**config.mk**
```make
export PLATFORM = sky130hd
export DESIGN_NAME = uart_rx_pkt_ctrl
export DESIGN_NICKNAME = d
export VERILOG_FILES = /design/src/rtl/uart_rx_pkt_ctrl.sv
export SDC_FILE = /design/constraint.sdc
export NUM_CORES = 1
export LEC_CHECK = 0
export CAP_MARGIN = 20
export CORE_MARGIN = 2
export CORE_UTILIZATION = 60
export CTS_BUF_LIST = sky130_fd_sc_hd__clkbuf_8
export DETAILED_ROUTE_END_ITERATION = 8
export DONT_BUFFER_PORTS = 1
export PLACE_DENSITY = 0.82
export SYNTH_ARGS = -nofsm -noshare
export SYNTH_HDL_FRONTEND = slang
export SYNTH_SLANG_ARGS = --single-unit
```
**constraint.sdc**
```tcl
create_clock -name CLK -period 3.3 [get_ports CLK]
set_input_delay 0.66 -clock CLK [delete_from_list [all_inputs] [get_ports CLK]]
set_output_delay 0.66 -clock CLK [all_outputs]
set_load 0.05 [all_outputs]
```
**src/rtl/uart_rx_pkt_ctrl.sv**
```systemverilog
// UART packet controller: generates the 16x oversample enable, parses SOF/LEN/payload/CSUM
// packets, buffers the payload and streams only checksum-verified payloads downstream.
module uart_rx_pkt_ctrl #(
  parameter int         BAUD_DIV      = 27,
  parameter int         MAX_LEN       = 16,
  parameter int         TIMEOUT_TICKS = 2048,
  parameter logic [7:0] SOF           = 8'hA5
) (
  input  logic       CLK,
  input  logic       RST,
  output logic       UART_CLK_EN,
  input  logic [7:0] RX_DATA,
  input  logic       RX_VLD,
  input  logic       RX_FRAME_ERR,
  output logic [7:0] PAY_DATA,
  output logic       PAY_VLD,
  input  logic       PAY_RDY,
  output logic       PAY_LAST,
  output logic       PKT_OK,
  output logic       PKT_ERR,
  output logic [1:0] ERR_CODE,
  output logic       BUSY,
  output logic [7:0] DROP_CNT
);

  localparam int DW = (BAUD_DIV > 1) ? $clog2(BAUD_DIV) : 1;
  localparam int TW = $clog2(TIMEOUT_TICKS + 1);
  localparam int IW = (MAX_LEN > 1) ? $clog2(MAX_LEN) : 1;
  localparam logic [7:0] MAX_LEN8 = 8'(MAX_LEN);

  localparam logic [1:0] ERR_TIMEOUT = 2'd0;
  localparam logic [1:0] ERR_CSUM    = 2'd1;
  localparam logic [1:0] ERR_LEN     = 2'd2;
  localparam logic [1:0] ERR_FRAME   = 2'd3;

  typedef enum logic [2:0] {S_IDLE, S_LEN, S_PAYLOAD, S_CSUM, S_DRAIN} state_t;

  state_t        state, state_nxt;
  logic [DW-1:0] div_cnt;
  logic [TW-1:0] tick_cnt;
  logic [7:0]    len, sum, wr_idx, rd_idx;
  logic [7:0]    pay_buf [MAX_LEN];
  logic [7:0]    csum_chk;
  logic          in_pkt, tick_exp, wr_last, xfer;
  logic          abort, accept;
  logic [1:0]    err_nxt;

  // Free-running baud divider, independent of packet state
  always_ff @(posedge CLK) begin
    if (RST || div_cnt == DW'(BAUD_DIV - 1)) div_cnt <= '0;
    else                                     div_cnt <= div_cnt + DW'(1);
  end
  assign UART_CLK_EN = (div_cnt == DW'(BAUD_DIV - 1));

  // Inter-byte watchdog; held at zero while idle so it starts fresh on entry to LEN
  always_ff @(posedge CLK) begin
    if (RST || RX_VLD || state == S_IDLE) tick_cnt <= '0;
    else if (UART_CLK_EN && !tick_exp)    tick_cnt <= tick_cnt + TW'(1);
  end

  assign tick_exp = (tick_cnt == TW'(TIMEOUT_TICKS));
  assign in_pkt   = (state == S_LEN) || (state == S_PAYLOAD) || (state == S_CSUM);
  assign wr_last  = (wr_idx + 8'd1 == len);
  assign csum_chk = sum + RX_DATA;
  assign xfer     = PAY_VLD && PAY_RDY;

  always_ff @(posedge CLK) begin
    if (RST) state <= S_IDLE;
    else     state <= state_nxt;
  end

  always_comb begin
    state_nxt = state;
    abort     = 1'b0;
    accept    = 1'b0;
    err_nxt   = ERR_TIMEOUT;
    if (in_pkt && RX_FRAME_ERR) begin
      abort   = 1'b1;
      err_nxt = ERR_FRAME;
    end else if (in_pkt && !RX_VLD && tick_exp) begin
      abort   = 1'b1;
      err_nxt = ERR_TIMEOUT;
    end else begin
      case (state)
        S_IDLE:    if (RX_VLD && RX_DATA == SOF) state_nxt = S_LEN;
        S_LEN:
          if (RX_VLD) begin
            if (RX_DATA == 8'd0 || RX_DATA > MAX_LEN8) begin
              abort   = 1'b1;
              err_nxt = ERR_LEN;
            end else begin
              state_nxt = S_PAYLOAD;
            end
          end
        S_PAYLOAD: if (RX_VLD && wr_last) state_nxt = S_CSUM;
        S_CSUM:
          if (RX_VLD) begin
            if (csum_chk == 8'd0) begin
              state_nxt = S_DRAIN;
              accept    = 1'b1;
            end else begin
              abort   = 1'b1;
              err_nxt = ERR_CSUM;
            end
          end
        S_DRAIN:   if (xfer && PAY_LAST) state_nxt = S_IDLE;
        default:   state_nxt = S_IDLE;
      endcase
    end
    if (abort) state_nxt = S_IDLE;
  end

  always_comb begin
    BUSY     = (state != S_IDLE);
    PAY_VLD  = (state == S_DRAIN);
    PAY_DATA = 8'd0;
    PAY_LAST = 1'b0;
    if (state == S_DRAIN) begin
      PAY_DATA = pay_buf[rd_idx[IW-1:0]];
      PAY_LAST = (rd_idx == len - 8'd1);
    end
  end

  // Payload storage is not reset; only entries below len are ever read
  always_ff @(posedge CLK) begin
    if (state == S_PAYLOAD && RX_VLD && !RX_FRAME_ERR) pay_buf[wr_idx[IW-1:0]] <= RX_DATA;
  end

  always_ff @(posedge CLK) begin
    if (RST) begin
      len      <= 8'd0;
      sum      <= 8'd0;
      wr_idx   <= 8'd0;
      rd_idx   <= 8'd0;
      PKT_OK   <= 1'b0;
      PKT_ERR  <= 1'b0;
      ERR_CODE <= ERR_TIMEOUT;
      DROP_CNT <= 8'd0;
    end else begin
      PKT_OK  <= accept;
      PKT_ERR <= abort;
      if (abort) ERR_CODE <= err_nxt;
      if (RX_VLD && !RX_FRAME_ERR) begin
        if (state == S_LEN) begin
          len    <= RX_DATA;
          sum    <= RX_DATA;
          wr_idx <= 8'd0;
        end
        if (state == S_PAYLOAD) begin
          sum    <= csum_chk;
          wr_idx <= wr_idx + 8'd1;
        end
      end
      if (accept) rd_idx <= 8'd0;
      else if (xfer) rd_idx <= rd_idx + 8'd1;
      if (state == S_DRAIN && RX_VLD && DROP_CNT != 8'hFF) DROP_CNT <= DROP_CNT + 8'd1;
    end
  end

endmodule

```
### After elaboration in Yosys (flattened, before gate mapping)

Memories as Yosys holds them, arrays and structs flattened. A register that Yosys moved wholly into a read port is not among the register bits.
Index checks and enable logic that the tools add are counted.

* $lt $le $gt $ge: 1
* reduce and logical (&&, ||, !) cells: 32
* $add $sub $neg: 7
* bitwise logic cells: 2
* mux-type cells: 37
* equal/unequal tests: 17

Operator list (number)
* 2-to-1 mux 8 bit: 5
* adder 8 x 1 -> 8 bit (second input constant): 3
* 2-to-1 mux 3 bit: 7
* == test 8 bit: 2
* logical NOT 8 bit: 2
* 2-to-1 mux 1 bit: 16
* case mux 3 bit (5 select lines): 1
* logical AND 1 bit: 13
* adder 12 x 1 -> 12 bit (second input constant): 1
* == test 12 bit (second input constant): 1
* AND reduction 9 bit: 1
* adder 8 bit: 1
* == test 8 bit (second input constant): 1
* > comparator 8 x 5 -> 1 bit (second input constant): 1
* 2-to-1 mux 2 bit: 4
* 2-to-1 mux 4 bit: 2
* inequality test 2 x 1 -> 1 bit (second input constant): 4
* inequality test 8 bit (second input constant): 1
* subtractor 8 x 1 -> 8 bit (second input constant): 1
* == test 3 x 2 -> 1 bit (second input constant): 2
* logical OR 1 bit: 6
* inequality test 2 bit (second input constant): 3
* adder 5 x 1 -> 5 bit (second input constant): 1
* == test 5 bit (second input constant): 1
* other kinds (11): 16

* bits in registers: 64
* bits in writable memories: 128
* logic and storage cells: 108
* bits of input ports: 13
* memories: 1

Memory list
* pay_buf: depth 16, bits a word 8, rd ports 1, clocked after Yosys merged registers in 1, write ports 1, RTL line 42 `logic [7:0] pay_buf [MAX_LEN];`

### Longest topological paths before layout

* word-level depth: 9
* depth in mapped cells: 9

### Worst setup path after synthesis

Ideal clock, no wire load.

* path kind: reg-to-output
* start: register len[0]
* end: output PAY_LAST
* setup slack: 0.134 ns
* path buffers: 0
* data required time: 2.640 ns
* cell stages (with the launch flop): 8
* arrival time: 2.506 ns
* cell sequence: dfxtp_1 > inv_1 > ha_1 > or3b_4 > nor3_4 > xnor2_1 > or4_4 > a31oi_1

* longest elaborated chain between the ends: 3

Ends and longest elaborated chain
* from (decl): RTL line 41 `logic [7:0] len, sum, wr_idx, rd_idx;`
* from (signal assigned): RTL line 131 `len <= 8'd0;`
* from (signal assigned): RTL line 145 `len <= RX_DATA;`
* subtractor 8 x 1 -> 8 bit: RTL line 120 `PAY_LAST = (rd_idx == len - 8'd1);`
* == test 8 bit: RTL line 120
* 2-to-1 mux 1 bit: RTL line 118 `if (state == S_DRAIN) begin`
* to (decl): RTL line 18 `output logic PAY_LAST,`

No other way between the ends.

### Final worst setup path

* start: register len[1]
* end: output PAY_LAST

Same word-level chain as after synthesis.

==> results_dict.tcl <==
set metrics [dict create \
    setup_viol 0 \
    h-tree-depth 4 \
    cap_violations 0 \
    postSynthCellCount 676 \
    cts_buffers 17 \
    critPathLaunchType "register" \
    yosys-top-cells-count "edfxtp_1 (128), dfxtp_1 (68), nor2_1 (61)" \
    ys_warn_count 0 \
    grt_usage_pct 23.90 \
    finalHoldViolCount 0 \
    cts.clk_slew.worst_paths_ns 0.09 \
    numPortBuffers 0 \
    fmax_mhz 311.2 \
    yosysMostFrequentCell "edfxtp_1" \
    critPathTopFamily "simple AND/OR/NAND/NOR gates" \
    area_growth_pct 7.404 \
    num_rows 44 \
    layout-drive-gt1-share_pct 15.19 \
    finish.utilization_pct 65.56 \
    crit_path_end_kind "primary output" \
    synth-edff-count 128 \
    root_buffer "clkbuf_8" \
    postCtsSetupRepairBufs 0 \
    ys_ff_latch 196 \
    path_buf_inv 2 \
    ir_worst_vdd_mv 0.2110 \
    first_pass_iters 5 \
    min_path_type "in -> reg" \
    synth_top_area_share_pct 43.65 \
    path_cells "inv_1 -> ha_1 -> xor2_1 -> o31a_2 -> or4_4 -> a31oi_4 -> buf_6" \
    slew_headroom_pct 51.66 \
    p_per_area_nw_per_um2 449.2 \
    clock_latency_ns 0.46 \
    whs_path_depth 1 \
    status "finished, final reports clean" \
    ys_seq_area_share_pct 59.12 \
    via_per_inst 6.217 \
    die_y_um 125.1 \
    synth_area_leader_cell "edfxtp_1" \
    grt-ovfl-total 0 \
    die_w_um 125.1 \
    routedWlPerCell_um 20.45 \
    ioPinCount 37 \
    syn_nets 708 \
    dp_hpwl_um 12090 \
    holdBufCountCts 0 \
    routed_wl_um 18040 \
    start_util_pct 61.04 \
    syn_avg_cell_area_um2 13.02 \
    path_class "reg -> out" \
    cts_sinks 196 \
    grt_pass1_vias 5564 \
    synthFlopType "edfxtp_1" \
    arrival_ns 2.55 \
    rsz0062_at_grt "false" \
    fin_skew_ns 0.01498 \
    antenna_cells 0 \
    synth_area_leaders "edfxtp_1 (44%), dfxtp_1 (15%), mux4_2 (10%)" \
    grt_start_max_net_pins 49 \
    drc 0 \
    tightestPinTransition_ns 0.7176 \
    synthArstFlopShare_pct 0 \
    worstRegToRegCells 8 \
    cts_tree "done" \
    drt_iter0_markers 593 \
    routed-via-count 5483 \
    synth_area_um2 8805 \
    cp_data_required_time_ns 2.64 \
    grt_pass1_wl_um 28920 \
    antenna_found_initial 0 \
    ys_types 66 \
    gp_congestion 0.8460 \
    clock_path_buffers 2 \
    die-area_um2 15660 \
    cp_max_fo 4 \
    nNetsFinal 717 \
    critical-path-max-stage-delay_ns 0.57 \
    period_share_pct 97.37 \
    slowest_stage "or4_4" \
    drtAntennaViolNets 0 \
    tns_ns 0 \
    coreArea_um2 14420 \
    path_depth 7 \
    p_leak_nw 3.139 \
    fin_crit_ns 3.213 \
    finalMaxSlewViolations 0 \
]
-- metal layers --
metal  GRT usage (%)  share of wire [%]  vias to the layer above
met5               0                  0                        -
met3           4.536                5.1                       31
li1                -                  -                     2558
met1           30.51                 42                     2725
met4           8.627                1.9                        0
met2           41.18                 51                      169
-- power by group --
| part | internal, mW | leakage, nW | switching (mW) | total, mW |
|---|---|---|---|---|
| registers | 2.62 | 1.70 | 0.0388 | 2.66 |
| logic | 0.0705 | 1.24 | 0.106 | 0.177 |
| clock network | 0.625 | 0.199 | 0.785 | 1.41 |
| total | 3.32 | 3.14 | 0.930 | 4.25 |
-- final cells by class --
cell class,count,area (um2)
fill,1030,4967
tap,184,230.2
clock inverter,13,97.59
sequential,196,5210
clock buffer,19,261.5
inverter,16,60.06
timing repair buffer,20,166.4
multi-input combinational,434,3431
-- placed cells by master, fill, tap and decap left out, types with 9 or more instances in the layout --
cell / n
inv_1: 21
xor2_1: 30
and2_1: 11
and3_1: 14
edfxtp_1: 128
o21ai_0: 15
ha_1: 18
mux4_2: 40
nor2_1: 61
nand3_1: 21
clkbuf_8: 19
buf_4: 18
nand4_1: 9
a21oi_1: 33
xnor2_1: 18
nand2_1: 52
dfxtp_1: 66
nor3_1: 24
-- worst reg2reg max path: cells and delay by family, from the launching register on --
kind | cells | cell delay, ns
AOI/OAI and AO/OA | 2 | 0.69
adders and majority gates | 2 | 0.64
DFF | 1 | 0.33
and+or+nand+nor | 4 | 1.10
-- state kept, by name, indices dropped and copies added, names as in the netlist, named ones only --
register and cells:
DROP_CNT 8, ERR_CODE 2, PKT_ERR 1, PKT_OK 1, div_cnt 5, len 8
pay_buf 128, rd_idx 8, state 3, sum 8, tick_cnt 12, wr_idx 8
-- through the flow --
| stage | std cells | total power, mW | cell area, um2 | hold slack, ns | setup slack [ns] |
|---|---|---|---|---|---|
| after floorplan | 676 | 2.865 | 8805 | 0.4297 | 0.1343 |
| after global placement | 850 | 2.883 | 9069 | 0.4371 | 0.2320 |
| after detailed placement | 850 | 2.891 | 9069 | 0.4668 | 0.09280 |
| after CTS | 882 | 4.276 | 9448 | 0.2356 | 0.01247 |
| after global routing | 882 | 4.386 | 9457 | 0.2301 | 0.02043 |
| final | 882 | 4.248 | 9457 | 0.2590 | 0.08678 |
-- timing repair --
action | CTS | global route
endpoints found under the hold margin | 0 | 0
pin swaps | 0 | 1
endpoints found under the setup margin | 1 | 1
resized for setup | 4 | 2
gates cloned | 0 | 0
-- cells by family (layout without fill, tap and decap cells) --
| logic type | Yosys count | count (layout) | synth area share (%) |
|---|---|---|---|
| DFF | 196 | 196 | 59.12 |
| muxes | 47 | 47 | 11.04 |
| buffers and inverters | 46 | 68 | 2.231 |
| AOI/OAI and AO/OA | 85 | 85 | 6.508 |
| and+or+nand+nor | 235 | 235 | 13.54 |
| xor gates and xnor gates | 48 | 48 | 4.775 |
| adders and majority gates | 19 | 19 | 2.785 |
-- final timing paths --
| check | from | to | slack (ns) |
|---|---|---|---|
| hold / removal | RST | ERR_CODE[0]$_SDFFE_PP0P_ | 0.26 |
| setup reg to reg | sum[0]$_SDFFE_PP0P_ | register | 0.41 |
| hold reg to reg | div_cnt[0]$_SDFF_PP0_ | div_cnt[0]$_SDFF_PP0_ | 0.48 |
| setup / recovery | len[1]$_SDFFE_PP0P_ | PAY_LAST | 0.09 |
Power figures use the tool's default switching activity.
